**src/rtl/accel_rr_scheduler_pkg.sv**
```systemverilog
// Shared constants and FSM state encoding for the accelerator round-robin scheduler.
// Latency: none (definitions only).
// Backpressure: not applicable.
package accel_pkg;

    localparam int ACC_UW     = 2;
    localparam int ACC_VW     = 6;
    localparam int ACC_DW     = 21;
    localparam int ACC_EXP_WR = 4;

    typedef enum logic [1:0] {
        IDLE   = 2'd0,
        LAUNCH = 2'd1,
        RUN    = 2'd2,
        FINISH = 2'd3
    } acc_state_t;

endpackage

```
**src/rtl/accel_rr_scheduler_rr_pick.sv**
```systemverilog
// Round-robin picker: first set req bit at or above ptr, wrapping around.
// Latency: purely combinational.
// Backpressure: none; the caller decides when the result is consumed.
module rr_pick
    import accel_pkg::*;
#(
    parameter int NREQ = 2,
    parameter int PW   = (NREQ > 1) ? $clog2(NREQ) : 1
) (
    input  logic [NREQ-1:0] req,
    input  logic [PW-1:0]   ptr,
    output logic            any,
    output logic [PW-1:0]   idx
);

    logic [2*NREQ-1:0] dbl;
    logic [PW:0]       sum;

    // Rotate so bit 0 is the requester at ptr, then take the lowest set bit.
    always_comb begin
        dbl = {req, req} >> ptr;
        sum = '0;
        idx = '0;
        for (int k = NREQ - 1; k >= 0; k--) begin
            if (dbl[k]) begin
                sum = {1'b0, ptr} + (PW+1)'(k);
                if (sum >= (PW+1)'(NREQ)) begin
                    sum = sum - (PW+1)'(NREQ);
                end
                idx = sum[PW-1:0];
            end
        end
    end

    assign any = |req;

endmodule

```
**src/rtl/accel_rr_scheduler.sv**
```systemverilog
// Shares one accelerator among NREQ requesters with round-robin grants; ACCEL_RR_SCHED_WRCHK_EN adds a beat-count check (wr_err).
// Latency: gnt/acc_start 1 cycle after req is sampled in IDLE; done 1 cycle after acc_done in RUN; >=3 cycles between grants.
// Backpressure: none on write beats (forwarded combinationally); requesters wait by holding req until gnt.
module accel_rr_scheduler
    import accel_pkg::*;
#(
    parameter int NREQ   = 2,
    parameter int UW     = ACC_UW,
    parameter int VW     = ACC_VW,
    parameter int DW     = ACC_DW
`ifdef ACCEL_RR_SCHED_WRCHK_EN
    ,
    parameter int EXP_WR = ACC_EXP_WR
`endif
) (
    input  logic                 clk,
    input  logic                 rst,
    input  logic [NREQ-1:0]      req,
    input  logic [NREQ*UW-1:0]   u_in,
    input  logic [NREQ*VW-1:0]   v_in,
    output logic [NREQ-1:0]      gnt,
    output logic [NREQ-1:0]      wr_valid,
    output logic [DW-1:0]        wr_data,
    output logic [NREQ-1:0]      done,
    output logic                 busy,
    output logic                 acc_start,
    output logic [UW-1:0]        acc_u,
    output logic [VW-1:0]        acc_v,
    input  logic                 acc_done,
    input  logic                 acc_wr_req,
    input  logic [DW-1:0]        acc_wr_data
`ifdef ACCEL_RR_SCHED_WRCHK_EN
    ,
    output logic                 wr_err
`endif
);

    localparam int PW = (NREQ > 1) ? $clog2(NREQ) : 1;

    acc_state_t      state;
    logic [PW-1:0]   ptr;
    logic [PW-1:0]   owner;
    logic            pick_any;
    logic [PW-1:0]   pick_idx;
    logic [NREQ-1:0] owner_oh;
    logic [UW-1:0]   u_arr [NREQ];
    logic [VW-1:0]   v_arr [NREQ];

    for (genvar i = 0; i < NREQ; i++) begin : g_unpack
        assign u_arr[i] = u_in[i*UW +: UW];
        assign v_arr[i] = v_in[i*VW +: VW];
    end

    rr_pick #(
        .NREQ (NREQ),
        .PW   (PW)
    ) u_pick (
        .req  (req),
        .ptr  (ptr),
        .any  (pick_any),
        .idx  (pick_idx)
    );

    assign owner_oh = NREQ'(1) << owner;
    // Beats bypass the registers so a beat arriving with acc_done is never dropped.
    assign wr_valid = (state == RUN && acc_wr_req) ? owner_oh : '0;
    assign wr_data  = acc_wr_data;

    always_ff @(posedge clk or negedge rst) begin
        if (!rst) begin
            state     <= IDLE;
            ptr       <= '0;
            owner     <= '0;
            acc_u     <= '0;
            acc_v     <= '0;
            gnt       <= '0;
            done      <= '0;
            acc_start <= 1'b0;
            busy      <= 1'b0;
        end else begin
            case (state)
                IDLE: begin
                    if (pick_any) begin
                        state     <= LAUNCH;
                        owner     <= pick_idx;
                        acc_u     <= u_arr[pick_idx];
                        acc_v     <= v_arr[pick_idx];
                        gnt       <= NREQ'(1) << pick_idx;
                        acc_start <= 1'b1;
                        busy      <= 1'b1;
                    end
                end
                // acc_done is deliberately ignored here: it may still be high from the previous job.
                LAUNCH: begin
                    gnt       <= '0;
                    acc_start <= 1'b0;
                    state     <= RUN;
                end
                RUN: begin
                    if (acc_done) begin
                        state <= FINISH;
                        done  <= owner_oh;
                    end
                end
                FINISH: begin
                    done  <= '0;
                    busy  <= 1'b0;
                    ptr   <= (owner == PW'(NREQ - 1)) ? '0 : owner + PW'(1);
                    state <= IDLE;
                end
                default: state <= IDLE;
            endcase
        end
    end

`ifdef ACCEL_RR_SCHED_WRCHK_EN
    localparam int CW = $clog2(EXP_WR + 1) + 1;

    logic [CW-1:0] beat_cnt;
    logic [CW-1:0] beat_cnt_nxt;

    always_comb begin
        beat_cnt_nxt = beat_cnt;
        if (state == RUN && acc_wr_req && beat_cnt != '1) begin
            beat_cnt_nxt = beat_cnt + CW'(1);
        end
    end

    // The final beat may coincide with acc_done, so judge on the post-beat count.
    always_ff @(posedge clk or negedge rst) begin
        if (!rst) begin
            beat_cnt <= '0;
            wr_err   <= 1'b0;
        end else begin
            beat_cnt <= (state == LAUNCH) ? '0 : beat_cnt_nxt;
            wr_err   <= (state == RUN) && acc_done && (beat_cnt_nxt != CW'(EXP_WR));
        end
    end
`endif

endmodule

```
**config.mk**
```make
export PLATFORM = sky130hd
export DESIGN_NAME = accel_rr_scheduler
export DESIGN_NICKNAME = d
export VERILOG_FILES = /design/src/rtl/accel_rr_scheduler_pkg.sv /design/src/rtl/accel_rr_scheduler_rr_pick.sv /design/src/rtl/accel_rr_scheduler.sv
export SDC_FILE = /design/constraint.sdc
export NUM_CORES = 1
export LEC_CHECK = 0
export CORE_MARGIN = 2
export CORE_UTILIZATION = 30
export DETAILED_ROUTE_END_ITERATION = 10
export HOLD_SLACK_MARGIN = 0.06
export PLACE_DENSITY = 0.71
export SYNTH_ARGS = -nofsm -noshare
export SYNTH_HDL_FRONTEND = slang
export SYNTH_SLANG_ARGS = --single-unit
```
**constraint.sdc**
```tcl
create_clock -name clk -period 2.9 [get_ports clk]
set_input_delay 0.58 -clock clk [delete_from_list [all_inputs] [get_ports clk]]
set_output_delay 0.58 -clock clk [all_outputs]
set_load 0.005 [all_outputs]
```
==> results.cfg, run 1 <==
[power]
finalPower_uw = 1270
power.leakage_uw = 0.000583
cellPowerDensity_nw_per_um2 = 899
power.ir.vdd_worst_mv = 0.314

[sta]
grt_setup_unrepaired = no
number_of_hold_slack_violations_in_the_final_timing_report = 0
max_freq_ghz = 0.425
final_critical_path_setup_slack_ns = 0.546
final_critical_path_share_of_the_clock_period_pct = 81.2
hold_slack_ns = 0.510
fin_skew_ns = 0.00454
tightest_slew_ns = 0.776
report.final.slew_viol_count = 0
post_route_setup_tns_ns = 0
period_minus_slack_ns = 2.35
setup_failing_eps_final = 0
max_slew_margin_pct = 48.1

[floorplan]
initial_core_util_pct = 30.8
fp-row-count = 22
ioPinCount = 80
die_h_um = 65.1
floorplan.die.width_um = 65.1
die_area_sq_um = 4240
core_area_sq_um = 3630

[logic_synthesis]
ys_warn_count = 0
netlist_top_cells_area = dfrtp_1 40%, buf_4 15%, ha_1 5.6%
synth.lib_cells_used.distinct = 25
synth_top_area_cell = dfrtp_1
portion_of_the_post_synthesis_area_used_by_sequential_elements_pct = 40.2
yosys_reg_bits = 18
synth_cells = 121
post_synthesis_instance_area_sq_um = 1120
synth.avg_cell_area_sq_um = 9.25
postSynthNetCount = 169
fraction_of_synthesized_cell_area_taken_by_the_top_area_cell_type_pct = 40.2

[detailed_routing]
route.detailed.vias_per_inst = 4.65
dr_wl_met2_um = 1110
detailroute.wirelength.met3_um = 134
post_drt_wl_per_cell_um = 11.9
post_detailed_route_count_of_antenna_violating_nets = 0
drt_wl_total_um = 2210
highest_layer = met4
drcViolationCount = 0
route.layer.met1.wl_um = 945
dr_total_vias = 860
initialDrtViolationCount = 46
drt_first_pass_iters = 4

[clocking]
htreeDepth = 1
cts.hold.buffers_added = 0
cts_root_buffer = clkbuf_8
clkTransAtPathRegs_ns = 0.07
clock_tree_from_tritoncts = yes
cts_repair_resize_count = 0
cts-root-to-sink-buffers = 2
clock_insertion_delay_worst_skew_ns = 0.24
postCtsSetupBuffers = 0
cts_num_sinks = 18
cts-buffers-inserted = 3

[critical_path]
worst_setup_path_start_kind = register
cp-end-kind = output pin
worst-path-max-fanout = 7
cp.arrival_ns = 1.77
timing.critical_path.required_ns = 2.32
critical_path_class = register to output pin

[grt]
initial_antenna_violation_count = 0
grt_max_degree = 20
grt.total_usage_pct = 10.7
number_of_global_route_vias_before_repair = 820
gr-total-overflow = 0
grt_pass1_wl_um = 3600

[placed_design]
placement.io_buffers = 37
dp_worst_setup_slack_ns = 0.614
place_area_sq_um = 1370
hpwlAfterDp_um = 1790
replace_congestion = 0.781

[outcome]
outcome = finished clean

[min_path]
worstHoldPathType = register to register

[final_layout]
antennaDiodeCount = 0
layout_cell_share_with_drive_strength_beyond_1_pct = 6.57
layout.nets = 187
register_area_sq_um = 450
syn_to_final_growth_pct = 26.1
multiInputGateArea_sq_um = 460
design_area_sq_um = 1410
fillerInstances = 366

[job]
number_of_violations_of_the_max_capacitance_limit = 0
==> cells in the mapped netlist <==
cell      count
and2b_2       1
buf_4        22
buf_6         1
buf_2         2
nor2b_1       1
a21oi_1       3
nand2b_1      5
nor3b_4       1
mux2_4        1
ha_1          5
o22a_1        1
o21ai_0      12
a22o_1        2
nand3_1       9
inv_1         6
a31oi_1       9
a21oi_2       1
o31ai_1       2
o21a_1        1
dfrtp_1      18
and2b_1       1
and3_1        2
nor2_1       12
nand2_1       2
o32a_2        1
==> kinds of logic after synthesis <==
logic type	after synthesis	share of synthesized area, %
buffers and inverters	31	18.7
and+or+nand+nor	34	16.3
DFF	18	40.2
muxes	1	1.34
adders and majority gates	5	5.59
AOI/OAI and AO/OA	32	17.9
==> area by class of cell <==
cell class | instances | area share, %
clock buffers | 3 | 2.92
inverters | 6 | 1.59
multi-input cells | 72 | 32.6
flip-flops and latches | 18 | 31.9
well taps | 48 | 4.25
repair buffers | 38 | 26.7
==> stage by stage <==
step                      util, %  instances
after CTS                    38.9        185
after global placement       37.7        182
after detailed placement     37.7        182
final                        38.9        185
after global routing         38.9        185
after floorplan                 -        121
==> worst paths after layout <==
kind	startpoint	end	slack [ns]	cells after the start
worst min register to register	owner$_DFFE_PN0P_	ptr$_DFFE_PN0P_	0.51	1
min in group asynchronous	rst	acc_v[3]$_DFFE_PN0P_	0.79	1
worst max register to register	state[0]$_DFFE_PN0P_	acc_start$_DFFE_PN0P_	1.21	5
worst max-delay path	state[0]$_DFFE_PN0P_	wr_valid[1]	0.55	4
max in group asynchronous	rst	gnt[1]$_DFFE_PN0P_	1.62	1
worst min-delay path	owner$_DFFE_PN0P_	ptr$_DFFE_PN0P_	0.51	1
==> worst max-delay path: stages (launching register included) <==
cell and delay [ns]:
dfrtp_1 0.42, inv_1 0.12, ha_1 0.30, and3_1 0.19, clkdlybuf4s50_1 0.50
==> cells in the final DEF (no fill, tap or decap) <==
master,n
a21oi_1,3
a21oi_2,1
a22o_1,2
a31oi_1,9
and2b_1,1
and2b_2,1
and3_1,2
buf_4,1
clkbuf_8,3
clkdlybuf4s50_1,37
dfrtp_1,18
ha_1,5
inv_1,6
mux2_4,1
nand2_1,2
nand2b_1,5
nand3_1,9
nor2_1,12
nor2b_1,1
nor3b_4,1
o21a_1,1
o21ai_0,12
o22a_1,1
o31ai_1,2
o32a_2,1
==> layer usage <==
layer,vias up,GRT usage (%)
met5,-,0
met4,0,4.17
met3,4,2.57
met2,23,17.8
met1,404,13.3
li1,429,-
==> flip-flops by register name, indices dropped and copies added (netlist names) <==
| name | count |
|---|---|
| state | 2 |
| ptr | 1 |
| busy | 1 |
| owner | 1 |
| acc_v | 6 |
| gnt | 2 |
| done | 2 |
| acc_u | 2 |
| acc_start | 1 |
==> power by group <==
group | internal [uW] | switching, uW
combinational | 377 | 269
clock | 91.8 | 73.7
sequential | 377 | 82.7
total | 845 | 425
Note: power is estimated with default switching activity, not from simulation.
==> inputs of run 2 (changes only) <==
--- a/config.mk
+++ b/config.mk
@@ -9,7 +9,7 @@
 export CORE_UTILIZATION = 30
 export DETAILED_ROUTE_END_ITERATION = 10
 export HOLD_SLACK_MARGIN = 0.06
-export PLACE_DENSITY = 0.71
+export PLACE_DENSITY = 0.74
 export SYNTH_ARGS = -nofsm -noshare
 export SYNTH_HDL_FRONTEND = slang
 export SYNTH_SLANG_ARGS = --single-unit
==> constraint.sdc (replaced) <==
create_clock -name clk -period 2.1 [get_ports clk]
set_input_delay 0.42 -clock clk [delete_from_list [all_inputs] [get_ports clk]]
set_output_delay 0.42 -clock clk [all_outputs]
set_load 0.005 [all_outputs]
==> run 2 against run 1 <==
  * Worst setup slack got worse by 0.48 ns
  * Global-route usage rose by 1.7 points
  * Sequential power rose by 41%
  * Final area rose by 3.8%
  * Critical path type unchanged
  * Critical endpoint unchanged
==> results.cfg, run 2 (synthesis gave the netlist of run 1 again) <==
[outcome]
outcome = finished clean

[final_layout]
register_area_sq_um = 450
registers.top_by_ff_count = acc_v
fillerInstances = 363
layout.nets = 189
layout_cell_share_with_drive_strength_beyond_1_pct = 10.0
commonest_cells_after_routing_fill_and_taps_aside = 37 x clkdlybuf4s50_1, 18 x dfrtp_1, 12 x nor2_1, 12 x o21ai_0
syn_to_final_growth_pct = 31.0
final_common_cell = clkdlybuf4s50_1
largest_register_ffs = 6
antennaDiodeCount = 0
multiInputGateArea_sq_um = 473

[critical_path]
crit_path_cell_trace = inv_2 > ha_4 > and3_1 > clkdlybuf4s50_1
worstPathBufferInverterCount = 2
timing.critical_path.required_ns = 1.68
cp_slowest_stage_delay_ns = 0.49
critical_path.top_delay_family = buffers and inverters
worst-path-max-fanout = 7
cp-end-kind = output pin
worst_setup_path_start_kind = register
cp.arrival_ns = 1.61
worst_path_max_delay_cell = clkdlybuf4s50_1
critical_path_class = register to output pin

[detailed_routing]
drt_wl_total_um = 2500
post_detailed_route_count_of_antenna_violating_nets = 0
drt_first_pass_iters = 4
dr_total_vias = 914
initialDrtViolationCount = 26
drcViolationCount = 0
route.detailed.vias_per_inst = 4.86
post_drt_wl_per_cell_um = 13.3

[grt]
number_of_global_route_vias_before_repair = 963
grt.total_usage_pct = 12.3
grt_pass1_wl_um = 4170
gr-total-overflow = 0
grt_max_degree = 19
initial_antenna_violation_count = 0

[power]
cellPowerDensity_nw_per_um2 = 1290
power.leakage_uw = 0.000603
power.ir.vdd_worst_mv = 0.351

[placed_design]
placement.io_buffers = 37
dp_worst_setup_slack_ns = 0.149
replace_congestion = 0.732
hpwlAfterDp_um = 1940

[sta]
grt_setup_unrepaired = no
max_slew_margin_pct = 71.0
tightest_slew_ns = 0.435
report.final.slew_viol_count = 0
period_minus_slack_ns = 2.03
post_route_setup_tns_ns = 0
max_freq_ghz = 0.493
fin_skew_ns = 0.000612
final_critical_path_share_of_the_clock_period_pct = 96.6
final_critical_path_setup_slack_ns = 0.0712
number_of_hold_slack_violations_in_the_final_timing_report = 0
setup_failing_eps_final = 0

[min_path]
worstHoldPathType = primary input to asynchronous set/reset pin

[clocking]
cts_root_buffer = clkbuf_8
clkTransAtPathRegs_ns = 0.07
clock_insertion_delay_worst_skew_ns = 0.25
cts-root-to-sink-buffers = 2
htreeDepth = 1
cts-buffers-inserted = 3
cts_num_sinks = 18
clock_tree_from_tritoncts = yes

[floorplan]
fp-row-count = 22
initial_core_util_pct = 30.8
die_area_sq_um = 4240
die_h_um = 65.1
floorplan.die.width_um = 65.1
core_area_sq_um = 3630
ioPinCount = 80

[job]
number_of_violations_of_the_max_capacitance_limit = 0
## run 2: layout make-up
class,instances,area share [%]
Clock buffer,4,3.75
Inverter,6,1.54
Multi-Input combinational cell,72,32.3
Sequential cell,18,30.7
Tap cell,48,4.10
Timing Repair Buffer,40,27.6
## run 2: worst reg2reg max path: stages, from the launching register on
cell and delay (ns):
dfrtp_1 0.44, inv_1 0.13, ha_1 0.28, nor3b_4 0.34, a21oi_2 0.09, mux2_4 0.31
## run 2: through the flow
step / instances / total power, uW / hold WS [ns] / util (%) / instance area, sq um
2_1_floorplan: 121 / 1180 / 0.124 / - / 1120
3_3_place_gp: 184 / 1550 / 0.499 / 38.5 / 1400
3_5_place_dp: 184 / 1590 / 0.522 / 38.5 / 1400
4_1_cts: 188 / 1900 / 0.506 / 40.4 / 1470
5_1_grt: 188 / 2030 / 0.522 / 40.4 / 1470
6_report: 188 / 1880 / 0.492 / 40.4 / 1470
## run 2: power breakdown
part	switching (uW)	leakage, uW	total [uW]	internal, uW
registers	127	0.000211	647	520
logic	394	0.000363	957	563
clock network	114	0.0000288	281	166
total	635	0.000603	1880	1250
## run 2: layer usage
layer | wire length (um) | global-route usage [%] | up-vias
met4 | 44 | 6.77 | 0
met1 | 1000 | 15.1 | 448
li1 | - | - | 434
met5 | 0 | 0 | -
met3 | 132 | 1.88 | 8
met2 | 1320 | 20.7 | 24
## run 2: worst paths after layout
path	start	end	slack (ns)	depth (start not counted)
worst min-delay path	rst	state[1]$_DFFE_PN0P_	0.49	2
worst max register to register	state[1]$_DFFE_PN0P_	state[1]$_DFFE_PN0P_	0.42	5
worst min register to register	gnt[1]$_DFFE_PN0P_	gnt[1]$_DFFE_PN0P_	0.53	2
max in group asynchronous	rst	busy$_DFFE_PN0P_	1.41	2
worst max-delay path	state[0]$_DFFE_PN0P_	wr_valid[1]	0.07	4
min in group clk	gnt[1]$_DFFE_PN0P_	gnt[1]$_DFFE_PN0P_	0.53	2
## run 2: what timing repair did
action,4_1_cts,5_1_grt
buffers inserted,0,0
hold endpoints to repair,0,0
gates resized for setup,2,1
hold buffers,0,0
endpoints found under the setup margin,2,2
==> inputs of run 3 (changes only) <==
--- a/config.mk
+++ b/config.mk
@@ -12,4 +12,5 @@
 export PLACE_DENSITY = 0.74
 export SYNTH_ARGS = -nofsm -noshare
 export SYNTH_HDL_FRONTEND = slang
+export SYNTH_HIERARCHICAL = 1
 export SYNTH_SLANG_ARGS = --single-unit
==> run 3 against run 2 <==
  * Non-clock buffer count is 1 higher
  * Final cell count is 5.3% lower
  * Critical path depth stayed put
  * Core utilization is 0.28 points lower
  * Combinational power is 3.2% lower
  * Sequential share of layout area is 0.45 points higher
  * Highest routed layer unchanged
==> results.cfg, run 3 <==
[outcome]
outcome = finished clean

[sta]
final_critical_path_share_of_the_clock_period_pct = 95.9
hold_slack_ns = 0.496
post_route_setup_tns_ns = 0
final_critical_path_setup_slack_ns = 0.0853
report.final.slew_viol_count = 0
period_minus_slack_ns = 2.01
tightest_slew_ns = 0.273
grt_setup_unrepaired = no
fin_skew_ns = 0.00347
max_freq_ghz = 0.496
number_of_hold_slack_violations_in_the_final_timing_report = 0
max_slew_margin_pct = 81.3
setup_failing_eps_final = 0

[power]
pwr-share-seq_pct = 34.2
cellPowerDensity_nw_per_um2 = 1270
power.leakage_uw = 0.000629
power.ir.vdd_worst_mv = 0.348
comb_power_share_pct = 50.3
clk_network_pwr_share_pct = 15.6
switching_share_pct = 33.5
p_sw_uw = 617
p_int_uw = 1230

[clocking]
htreeDepth = 1
cts-buffers-inserted = 3
cts_num_sinks = 18
clkTransAtPathRegs_ns = 0.07
cts_root_buffer = clkbuf_8
cts.hold.buffers_added = 0
clock_tree_from_tritoncts = yes
cts-root-to-sink-buffers = 2
clock_insertion_delay_worst_skew_ns = 0.25

[grt]
number_of_global_route_vias_before_repair = 823
grt_max_degree = 19
gr-total-overflow = 0
grt_pass1_wl_um = 3680
grt.total_usage_pct = 11.2
initial_antenna_violation_count = 0

[critical_path]
worst_setup_path_start_kind = register
cp.arrival_ns = 1.59
rrSetupSlack_ns = 0.62
timing.critical_path.required_ns = 1.68
worstReg2RegEnd = state[1]$_DFFE_PN0P_
crit-reg2reg-launch = state[1]$_DFFE_PN0P_
worst-path-max-fanout = 7
critical_path_class = register to output pin
cp-end-kind = output pin
worstRegToRegCells = 5

[detailed_routing]
post_detailed_route_count_of_antenna_violating_nets = 0
drcViolationCount = 0
drt_first_pass_iters = 4
route.detailed.vias_per_inst = 4.49
dr_total_vias = 800
initialDrtViolationCount = 9
drt_wl_total_um = 2170
post_drt_wl_per_cell_um = 12.2

[final_layout]
fillerInstances = 344
syn_to_final_growth_pct = 30.7
layout_cell_share_with_drive_strength_beyond_1_pct = 13.1
largest_register_ffs = 6
registers.top_by_ff_count = acc_v
layout.nets = 180
commonest_cells_after_routing_fill_and_taps_aside = 37 x clkdlybuf4s50_1, 18 x dfrtp_1, 10 x mux2i_1
final_core_utilization_pct = 40.1
antennaDiodeCount = 0
final_cell_count_no_fill = 178
final_common_cell = clkdlybuf4s50_1

[logic_synthesis]
share_of_flip_flops_with_an_asynchronous_set_or_reset_after_synthesis_pct = 100
ys_warn_count = 6
count_of_flip_flops_with_a_built_in_enable_after_synthesis = 0
netlist_top_cells_area = dfrtp_1 41%, buf_4 14%, mux2i_1 9.0%
synth_flop_cell = dfrtp_1
post_synthesis_instance_area_sq_um = 1110
postSynthNetCount = 158
synth.top_cells.by_count = 21 x buf_4, 18 x dfrtp_1, 10 x mux2i_1
portion_of_the_post_synthesis_area_used_by_sequential_elements_pct = 40.7
synth_cells = 109
synth_top_area_cell = dfrtp_1
synth.most_common_cell = buf_4
fraction_of_synthesized_cell_area_taken_by_the_top_area_cell_type_pct = 40.7
synth.avg_cell_area_sq_um = 10.1
synth.lib_cells_used.distinct = 27
yosys_reg_bits = 18

[placed_design]
replace_congestion = 0.665
placed_cells_incl_taps = 173
hpwlAfterDp_um = 1700
dp_worst_setup_slack_ns = 0.144
placement.io_buffers = 37

[floorplan]
core_area_sq_um = 3610
initial_core_util_pct = 30.7
ioPinCount = 80
floorplan.die.width_um = 64.7
fp-row-count = 22
die_area_sq_um = 4190
die_h_um = 64.7

[min_path]
worstHoldPathType = primary input to asynchronous set/reset pin

[job]
number_of_violations_of_the_max_capacitance_limit = 0
-- run 3: cell count changes after synthesis, moves of 5 or more --
| cell | before | now |
|---|---|---|
| o21ai_0 | 12 | 5 |
| nand2b_1 | 5 | 0 |
| nand3_1 | 9 | 1 |
| a31oi_1 | 9 | 0 |
| mux2i_1 | 0 | 10 |
-- run 3: repair_timing --
action / in CTS / in global routing
buffers inserted: 0 / 1
setup endpoints to repair: 2 / 2
resized for setup: 3 / 0
endpoints found under the hold margin: 0 / 0
-- run 3: worst max-delay path by stage --
stage / start / to / slack [ns]
final: state[0]$_DFFE_PN0P_ / wr_valid[1] / 0.09
after global routing: state[0]$_DFFE_PN0P_ / wr_valid[1] / 0.02
after CTS: state[0]$_DFFE_PN0P_ / wr_valid[1] / 0.03
after detailed placement: acc_wr_req / wr_valid[1] / 0.14
after global placement: acc_wr_req / wr_valid[1] / 0.15
after floorplan: state[0]$_DFFE_PN0P_ / state[1]$_DFFE_PN0P_ / 0.66
-- run 3: area by class of cell --
cell class	count	area (sq um)	area share [%]
multi-input combinational	63	464	32.1
sequential	18	450	31.2
timing repair buffer	41	400	27.7
tap	48	60.1	4.16
clock buffer	4	55.1	3.81
inverter	4	15.0	1.04
-- run 3: metrics by stage --
step | total power, uW | area, sq um
after floorplan | 1180 | 1110
after global placement | 1500 | 1370
after detailed placement | 1540 | 1370
after CTS | 1860 | 1440
after global routing | 2000 | 1450
final | 1840 | 1450
-- run 3: routing by layer --
layer,part of all wire (%),routed length (um),global-route usage [%]
met5,0,0,0
met4,0.65,14,4.26
met2,54,1170,20.5
met3,7.0,151,3.47
met1,39,837,11.9
-- run 3: critical path, cell delays in order, from the launching register on --
cell and delay, ns:
dfrtp_1 0.41, inv_2 0.11, ha_4 0.17, and3_1 0.16
clkdlybuf4s50_1 0.49
-- run 3: logic make-up after synthesis --
family	Yosys count	synth area share (%)
buf+inv	28	18.4
simple gates	27	12.6
compound gates	18	9.73
flops	18	40.7
mux	12	11.8
fa+ha+maj	6	6.79
-- run 3: power by group through the flow --
stage | logic, uW | registers (uW) | clock network, uW
2_1_floorplan | 555 | 629 | 0
3_3_place_gp | 874 | 625 | 0
3_5_place_dp | 902 | 640 | 0
4_1_cts | 922 | 641 | 298
5_1_grt | 1030 | 655 | 316
6_report | 926 | 629 | 287
